**src/rtl/led_fill_drain_gen.sv**
```systemverilog
// rtl/led_fill_drain_gen.sv - LED fill/drain pattern generator with modes, prescaler and event pulses (optional LED_FILL_HOLD_EN adds a dwell at full)
module led_fill_drain_gen #(
    parameter int WIDTH      = 8,
    parameter int DIV_W      = 24,
    parameter int HOLD_TICKS = 4
) (
    input  logic             CLK,
    input  logic             RST,
    input  logic             EN,
    input  logic [1:0]       MODE,
    input  logic [DIV_W-1:0] DIV,
    output logic [WIDTH-1:0] Q,
    output logic             FULL_PULSE,
    output logic             EMPTY_PULSE
);

    localparam int H = WIDTH / 2;
    localparam logic [H-1:0] HALF_ONE = H'(1);
    localparam logic [H-1:0] HALF_TOP = HALF_ONE << (H - 1);

    typedef enum logic [1:0] {
        S_IDLE,
        S_FILL,
        S_HOLD,
        S_DRAIN
    } state_t;

    state_t           state;
    logic [1:0]       mode_r;
    logic [DIV_W-1:0] cnt;
    logic             tick;
    logic [WIDTH-1:0] fill_q;
    logic [WIDTH-1:0] drain_q;
    logic [H-1:0]     lo;
    logic [H-1:0]     hi;

`ifdef LED_FILL_HOLD_EN
    localparam int HW = (HOLD_TICKS > 1) ? $clog2(HOLD_TICKS) : 1;
    logic [HW-1:0] hold_cnt;
`endif

    // DIV is compared live so lowering it below cnt ticks on the next cycle
    assign tick = (cnt >= DIV);

    // Next fill and drain patterns for the latched mode
    always_comb begin
        lo      = Q[H-1:0];
        hi      = Q[WIDTH-1:H];
        fill_q  = {Q[WIDTH-2:0], 1'b1};
        drain_q = Q << 1;
        case (mode_r)
            2'b01: begin
                fill_q  = {1'b1, Q[WIDTH-1:1]};
                drain_q = Q >> 1;
            end
            2'b10: begin
                drain_q = Q >> 1;
            end
            2'b11: begin
                fill_q  = {(hi << 1) | HALF_ONE, (lo >> 1) | HALF_TOP};
                drain_q = {hi << 1, lo >> 1};
            end
            default: ;
        endcase
    end

    // Sequencer: prescaler, state machine, LED register and event pulses
    always_ff @(posedge CLK) begin
        if (!RST) begin
            state       <= S_IDLE;
            mode_r      <= 2'b00;
            cnt         <= '0;
            Q           <= '0;
            FULL_PULSE  <= 1'b0;
            EMPTY_PULSE <= 1'b0;
`ifdef LED_FILL_HOLD_EN
            hold_cnt    <= '0;
`endif
        end else begin
            FULL_PULSE  <= 1'b0;
            EMPTY_PULSE <= 1'b0;
            if (!EN) begin
                state <= S_IDLE;
                cnt   <= '0;
                Q     <= '0;
`ifdef LED_FILL_HOLD_EN
                hold_cnt <= '0;
`endif
            end else begin
                case (state)
                    S_IDLE: begin
                        cnt    <= '0;
                        Q      <= '0;
                        mode_r <= MODE;
                        state  <= S_FILL;
                    end
                    S_FILL: begin
                        cnt <= tick ? '0 : cnt + 1'b1;
                        if (tick) begin
                            Q <= fill_q;
                            if (&fill_q) begin
                                FULL_PULSE <= 1'b1;
`ifdef LED_FILL_HOLD_EN
                                hold_cnt   <= '0;
                                state      <= S_HOLD;
`else
                                state      <= S_DRAIN;
`endif
                            end
                        end
                    end
`ifdef LED_FILL_HOLD_EN
                    S_HOLD: begin
                        cnt <= tick ? '0 : cnt + 1'b1;
                        if (tick) begin
                            if (hold_cnt == HW'(HOLD_TICKS - 1)) begin
                                // last dwell tick doubles as the first drain step
                                Q <= drain_q;
                                if (drain_q == '0) begin
                                    EMPTY_PULSE <= 1'b1;
                                    mode_r      <= MODE;
                                    state       <= S_FILL;
                                end else begin
                                    state <= S_DRAIN;
                                end
                            end else begin
                                hold_cnt <= hold_cnt + 1'b1;
                            end
                        end
                    end
`endif
                    S_DRAIN: begin
                        cnt <= tick ? '0 : cnt + 1'b1;
                        if (tick) begin
                            Q <= drain_q;
                            if (drain_q == '0) begin
                                EMPTY_PULSE <= 1'b1;
                                mode_r      <= MODE;
                                state       <= S_FILL;
                            end
                        end
                    end
                    default: begin
                        state <= S_IDLE;
                        cnt   <= '0;
                        Q     <= '0;
                    end
                endcase
            end
        end
    end

endmodule
```
**config.mk**
```make
export PLATFORM = sky130hd
export DESIGN_NAME = led_fill_drain_gen
export DESIGN_NICKNAME = d
export VERILOG_FILES = /design/src/rtl/led_fill_drain_gen.sv
export SDC_FILE = /design/constraint.sdc
export NUM_CORES = 1
export LEC_CHECK = 0
export ABC_AREA = 1
export BUFFER_PORTS_ARGS = -buffer_cell sky130_fd_sc_hd__buf_2
export CORE_ASPECT_RATIO = 1.5
export CORE_MARGIN = 2
export CORE_UTILIZATION = 54
export CTS_BUF_LIST = sky130_fd_sc_hd__clkbuf_8
export CTS_CLUSTER_DIAMETER = 50
export DETAILED_ROUTE_END_ITERATION = 10
export GPL_TIMING_DRIVEN = 0
export PLACE_DENSITY = 0.78
export SYNTH_ARGS = -nofsm -noshare
export SYNTH_HDL_FRONTEND = slang
export SYNTH_SLANG_ARGS = --single-unit
export TNS_END_PERCENT = 20
```
**constraint.sdc**
```tcl
create_clock -name CLK -period 1.9 [get_ports CLK]
set_input_delay 0.095 -clock CLK [delete_from_list [all_inputs] [get_ports CLK]]
set_output_delay 0.095 -clock CLK [all_outputs]
set_load 0.03 [all_outputs]
```
# After elaboration in Yosys (flattened, before gate mapping)
# Index checks and enable logic that the tools add are counted.
# word_totals
ff_bits	38
input_bits	29
out_inout_bits	10
elab_cells	48
# classes
n_addsub	1
magnitude_cmp	1
n_eq_ne	9
n_mux	15
bitwise_logic	3
n_reduce_logical	13
# op_table
operator	n
one-hot mux 8 bit (2 select lines)	3
adder 24 x 1 -> 24 bit (second input constant)	1
greater-or-equal comparator 24 bit	1
2-to-1 mux 8 bit	2
AND reduction 4 bit	4
2-to-1 mux 2 bit	6
logical NOT 8 bit	1
!= test 2 bit (second input constant)	4
AND reduction 8 bit	1
== test 2 bit (second input constant)	3
one-hot mux 2 bit (3 select lines)	1
== test 2 x 1 -> 1 bit (second input constant)	2
one-hot mux 2 bit (2 select lines)	1
AND reduction 2 bit	2
OR reduction 2 bit	2
OR reduction 4 bit	1
inverter 1 bit	3
logical NOT 2 bit	1
2-to-1 mux 1 bit	2
nonzero test 2 bit	1

# Longest topological paths before layout
# depth
depth_word	7
depth_mapped	17
ltp_nobuf	16

# Least setup slack after synthesis
# OpenSTA, ideal clock, no wires.
# synth_path
path_type	register to register
start	register mode_r[0]
end	register mode_r[0]
setup_time_ps	115
arrival_ps	1679
t_required_ps	1785
path_slack_ps	106
stages_incl_launch_ff	13
n_path_buf	0
period_less_slack_ps	1794
path_cell_list	dfxtp_1 -> inv_1 -> ha_1 -> inv_1 -> nand2_1 -> nand3_1 -> nand3_1 -> nor2_1 -> nand3_1 -> a21oi_2 -> nand3_1 -> nand2_1 -> nor2_1
# synth_via
elab_chain_len	6
word_cells_on_any_way	8
classes_between	eq/ne: 4; mux: 1; reduce/logical: 3
# synth_lines
item	line	source
start: declaration	29	logic [1:0] mode_r;
start signal: assignment	71	mode_r <= 2'b00;
start signal: assignment	94	mode_r <= MODE;
start signal: assignment	138	mode_r <= MODE;
== test 2 bit or == test 2 x 1 -> 1 bit (tied branches)	51	case (mode_r)
OR reduction 2 bit (no line)	--	
one-hot mux 8 bit (2 select lines) (*)	51	
logical NOT 8 bit (*)	136	if (drain_q == '0) begin
!= test 2 bit (no line) (*)	--	
AND reduction 4 bit (no line) (*)	--	
# Mark *: on every way between the ends. The rest lies on a longest branch, timed or not.
# A chain may end at the register's enable or synchronous reset.

# Worst setup path after layout
# layout_path
start	register cnt[22]
end	register Q[2]
# layout_via
elab_chain_len	3
word_cells_on_any_way	4
classes_between	order compare: 1; eq/ne: 2; reduce/logical: 1
# layout_lines
item	line	source
start: declaration	30	logic [DIV_W-1:0] cnt;
start signal: assignment	98	cnt <= tick ? '0 : cnt + 1'b1;
start signal: assignment	133	cnt <= tick ? '0 : cnt + 1'b1;
greater-or-equal comparator 24 bit (*)	43	assign tick = (cnt >= DIV);
!= test 2 bit (no line)	--	
AND reduction 2 bit (no line) (*)	--	
end signal: assignment	100	Q <= fill_q;
end signal: assignment	135	Q <= drain_q;
end: declaration	12	output logic [WIDTH-1:0] Q,
# Marked as above.

==> results.yml <==
placement:
  globalplace.congestion: 0.9082
  dp_hpwl_mm: 5.218
  dp.cells: 538
  io_buffers: 38
hold_path:
  hp-class: "in -> reg"
cts:
  cts_buffers: 5
  cts_tree: "done"
  htreeDepth: 2
  clkTransAtPathRegs_ps: 80
  clk_latency_ps: 300
  cts.sinks: 38
  clk_path_buf_depth: 2
  clockRootBuffer: "clkbuf_8"
yosys:
  synthSimpleGateAreaFrac: 0.3749
  synthCells: 432
  synth_area_leaders: "dfxtp_1 26%, nand2_1 14%, ha_1 12%, inv_1 8.9%, nor2_1 7.2%"
  synth_edf_count: 0
  netlist.top_cell.by_area: "dfxtp_1"
  synthAdderAreaFrac: 0.1204
  syn-cell-area_um2: 2910
  yosys_warnings: 0
  synth_compound_area_frac: 0.1015
  synthXorXnorAreaFrac: 0.02709
  synth.distinct_cells: 43
  ys_ff_latch: 38
  yosys.area.top_type_share: 0.2614
  synth_top_family_by_area: "simple AND/OR/NAND/NOR gates"
  synth.avg_cell_area_um2: 6.737
  yosysSeqAreaShare: 0.2614
  syn-num-nets: 489
  ys.flop_type: "dfxtp_1"
  postSynth.asyncResetShare: 0
  synthMuxAreaShare: 0
sta:
  worst_pin_slew_ps: 500.0
  fmax_mhz: 536.1
  drv_slew: 0
  relSlewSlack: 0.6667
  post-route-min-period_ps: 1865
  setup_violations: 0
  finalCritPeriodShare: 0.9818
  finalHoldViolCount: 0
  rsz0062_at_grt: "true"
  fin_worst_skew_ps: 12.63
  hold_ws_ps: 28.89
floorplanning:
  die_w_um: 63.94
  dieArea_um2: 6005
  num_io_pins: 39
  num_rows: 32
  core_um2: 5165
  initial_utilization: 0.5635
  die_y_um: 93.91
worst_setup_path:
  start_kind: "register"
  path_class: "reg -> reg"
  required_ps: 2070
  critPathMaxFanout: 10
  arrival_ps: 2040
  critPathCaptureType: "register"
detailed_routing:
  wire_per_inst_um: 12.52
  detail-route-antenna-nets: 0
  via_per_inst: 5.210
  drt_pass1_iterations: 4
  drt_iter0_drc: 121
  drcViolationCount: 0
  totalWireLength_mm: 6.925
  num_vias: 2881
global_routing:
  track_usage: 0.2349
  grt_pass1_vias: 2754
  grt_max_degree: 12
  antenna_found_initial: 0
  grt-ovfl-total: 0
  grt_pass1_wl_mm: 11.20
flow_run:
  drv_cap: 0
cells_and_area:
  nFillCells: 422
  num_antenna_cells: 0
  area_growth_pct: 23.56
  area.sequential_um2: 794.5
  drive_gt1_frac: 0.3072
  layout.nets: 542
  layoutNonFillerInstCount: 553
  multi_input_area_um2: 2028
  fin_util: 0.6962
power_and_ir_drop:
  p_int_uw: 1164
  swShare: 0.2894
  combPwrFrac: 0.171
  p_seq_frac: 0.495
  ir_drop_mv: 0.4379
  p_sw_uw: 473.9
  clkPwrFrac: 0.333
  powerDensity_nw_per_um2: 455.4
  p_leak_uw: 0.001629
status:
  status: "finished, final reports clean"
-- power by group through the flow --
stage	Clock (µW)	Combinational, µW	Sequential, µW
6_report	546	281	811
2_1_floorplan	0	150	838
3_3_place_gp	0	217	835
4_1_cts	542	243	814
5_1_grt	584	316	812
3_5_place_dp	0	223	836
-- final cells by class --
type,count,share of cell area
timing repair buffer,47,0.07655
inverter,72,0.07794
buffer,5,0.01496
clock inverter,2,0.002784
clock buffer,5,0.01914
tap,68,0.02366
multi-input combinational,316,0.5640
sequential,38,0.2209
-- state kept, by name (all words and copies together), names as in the netlist --
register     cells
FULL_PULSE       1
Q                8
state            2
mode_r           2
cnt             24
EMPTY_PULSE      1
-- metrics by stage --
step | setup slack (ps) | TNS (ps) | instance area, µm² | total power [µW]
final | 34.59 | 0 | 3596 | 1638
after floorplan | 105.9 | 0 | 2910 | 987.9
after CTS | 5.416 | 0 | 3366 | 1599
after global routing | -52.72 | -508.5 | 3596 | 1712
after global placement | -213.0 | -1832 | 3186 | 1052
after detailed placement | -259.0 | -2613 | 3186 | 1059
-- placed cells by master (no fill, tap or decap), types with 6 or more instances in the layout --
master and instances:
nand2_1 103, inv_1 66, nor2_1 49, buf_2 38, dfxtp_1 21, a21oi_1 20, nand3_1 17, ha_1 17
nor2_2 13, dfxtp_2 12, nand2_2 11, a21oi_2 9, buf_4 9, ha_4 9, nand4_1 6
-- final timing paths --
| path | start | end | slack, ps | cells after the start |
|---|---|---|---|---|
| setup / recovery | cnt[22] | Q[2] | 30 | 10 |
| hold / removal | RST | mode_r[0] | 30 | 3 |
| setup reg to reg | cnt[22] | Q[2] | 30 | 10 |
| hold reg to reg | cnt[0] | cnt[0] | 440 | 1 |
-- critical path, cell delays in order (launching register included) --
cell and delay [ps]:
dfxtp_1 360, ha_1 280, nand2_1 70, nor2_2 120, nand4_1 160, nor2_2 180, nand2_2 100, nand3_4 110
buf_6 150, nand2_1 50, nor3b_2 140
-- Yosys cell counts, types with 2 or more instances --
| library cell | instances |
|---|---|
| nor4_2 | 2 |
| inv_1 | 69 |
| or2_2 | 2 |
| a21oi_2 | 7 |
| nor3_4 | 3 |
| nand3_1 | 19 |
| nand2_2 | 2 |
| nor2_1 | 56 |
| nor4_1 | 2 |
| o211ai_1 | 2 |
| o21ai_1 | 2 |
| o21ai_0 | 7 |
| dfxtp_1 | 38 |
| nand4_1 | 6 |
| ha_1 | 28 |
| nor3_1 | 4 |
| a21o_1 | 2 |
| nand2_1 | 112 |
| nor2_2 | 8 |
| xnor2_1 | 5 |
| buf_6 | 4 |
| or2_1 | 3 |
| nor3_2 | 3 |
| o22ai_1 | 2 |
| a21oi_1 | 23 |
| xor2_1 | 4 |
-- what timing repair did --
item | 4_1_cts | 5_1_grt
gates resized for setup | 21 | 48
endpoints found under the setup margin | 33 | 35
gates cloned | 0 | 1
hold endpoints to repair | 0 | 0
hold buffers | 0 | 0
pin swaps | 9 | 10
setup buffers | 5 | 3
-- cell families after synthesis --
kind of cell,after synthesis
xor gates and xnor gates,9
DFF,38
and+or+nand+nor,231
adders and majority gates,28
buffers and inverters,78
AOI/OAI and AO/OA,48
-- layer usage --
layer,vias to the layer above,share of wire,routed length [µm],global-route usage
li1,1467,-,-,-
met1,1312,0.36,2523,0.2277
met2,79,0.57,3918,0.4661
met3,23,0.037,259,0.04077
met4,0,0.032,223,0.1069
met5,-,0,0,0
Power figures use the tool's default switching activity.
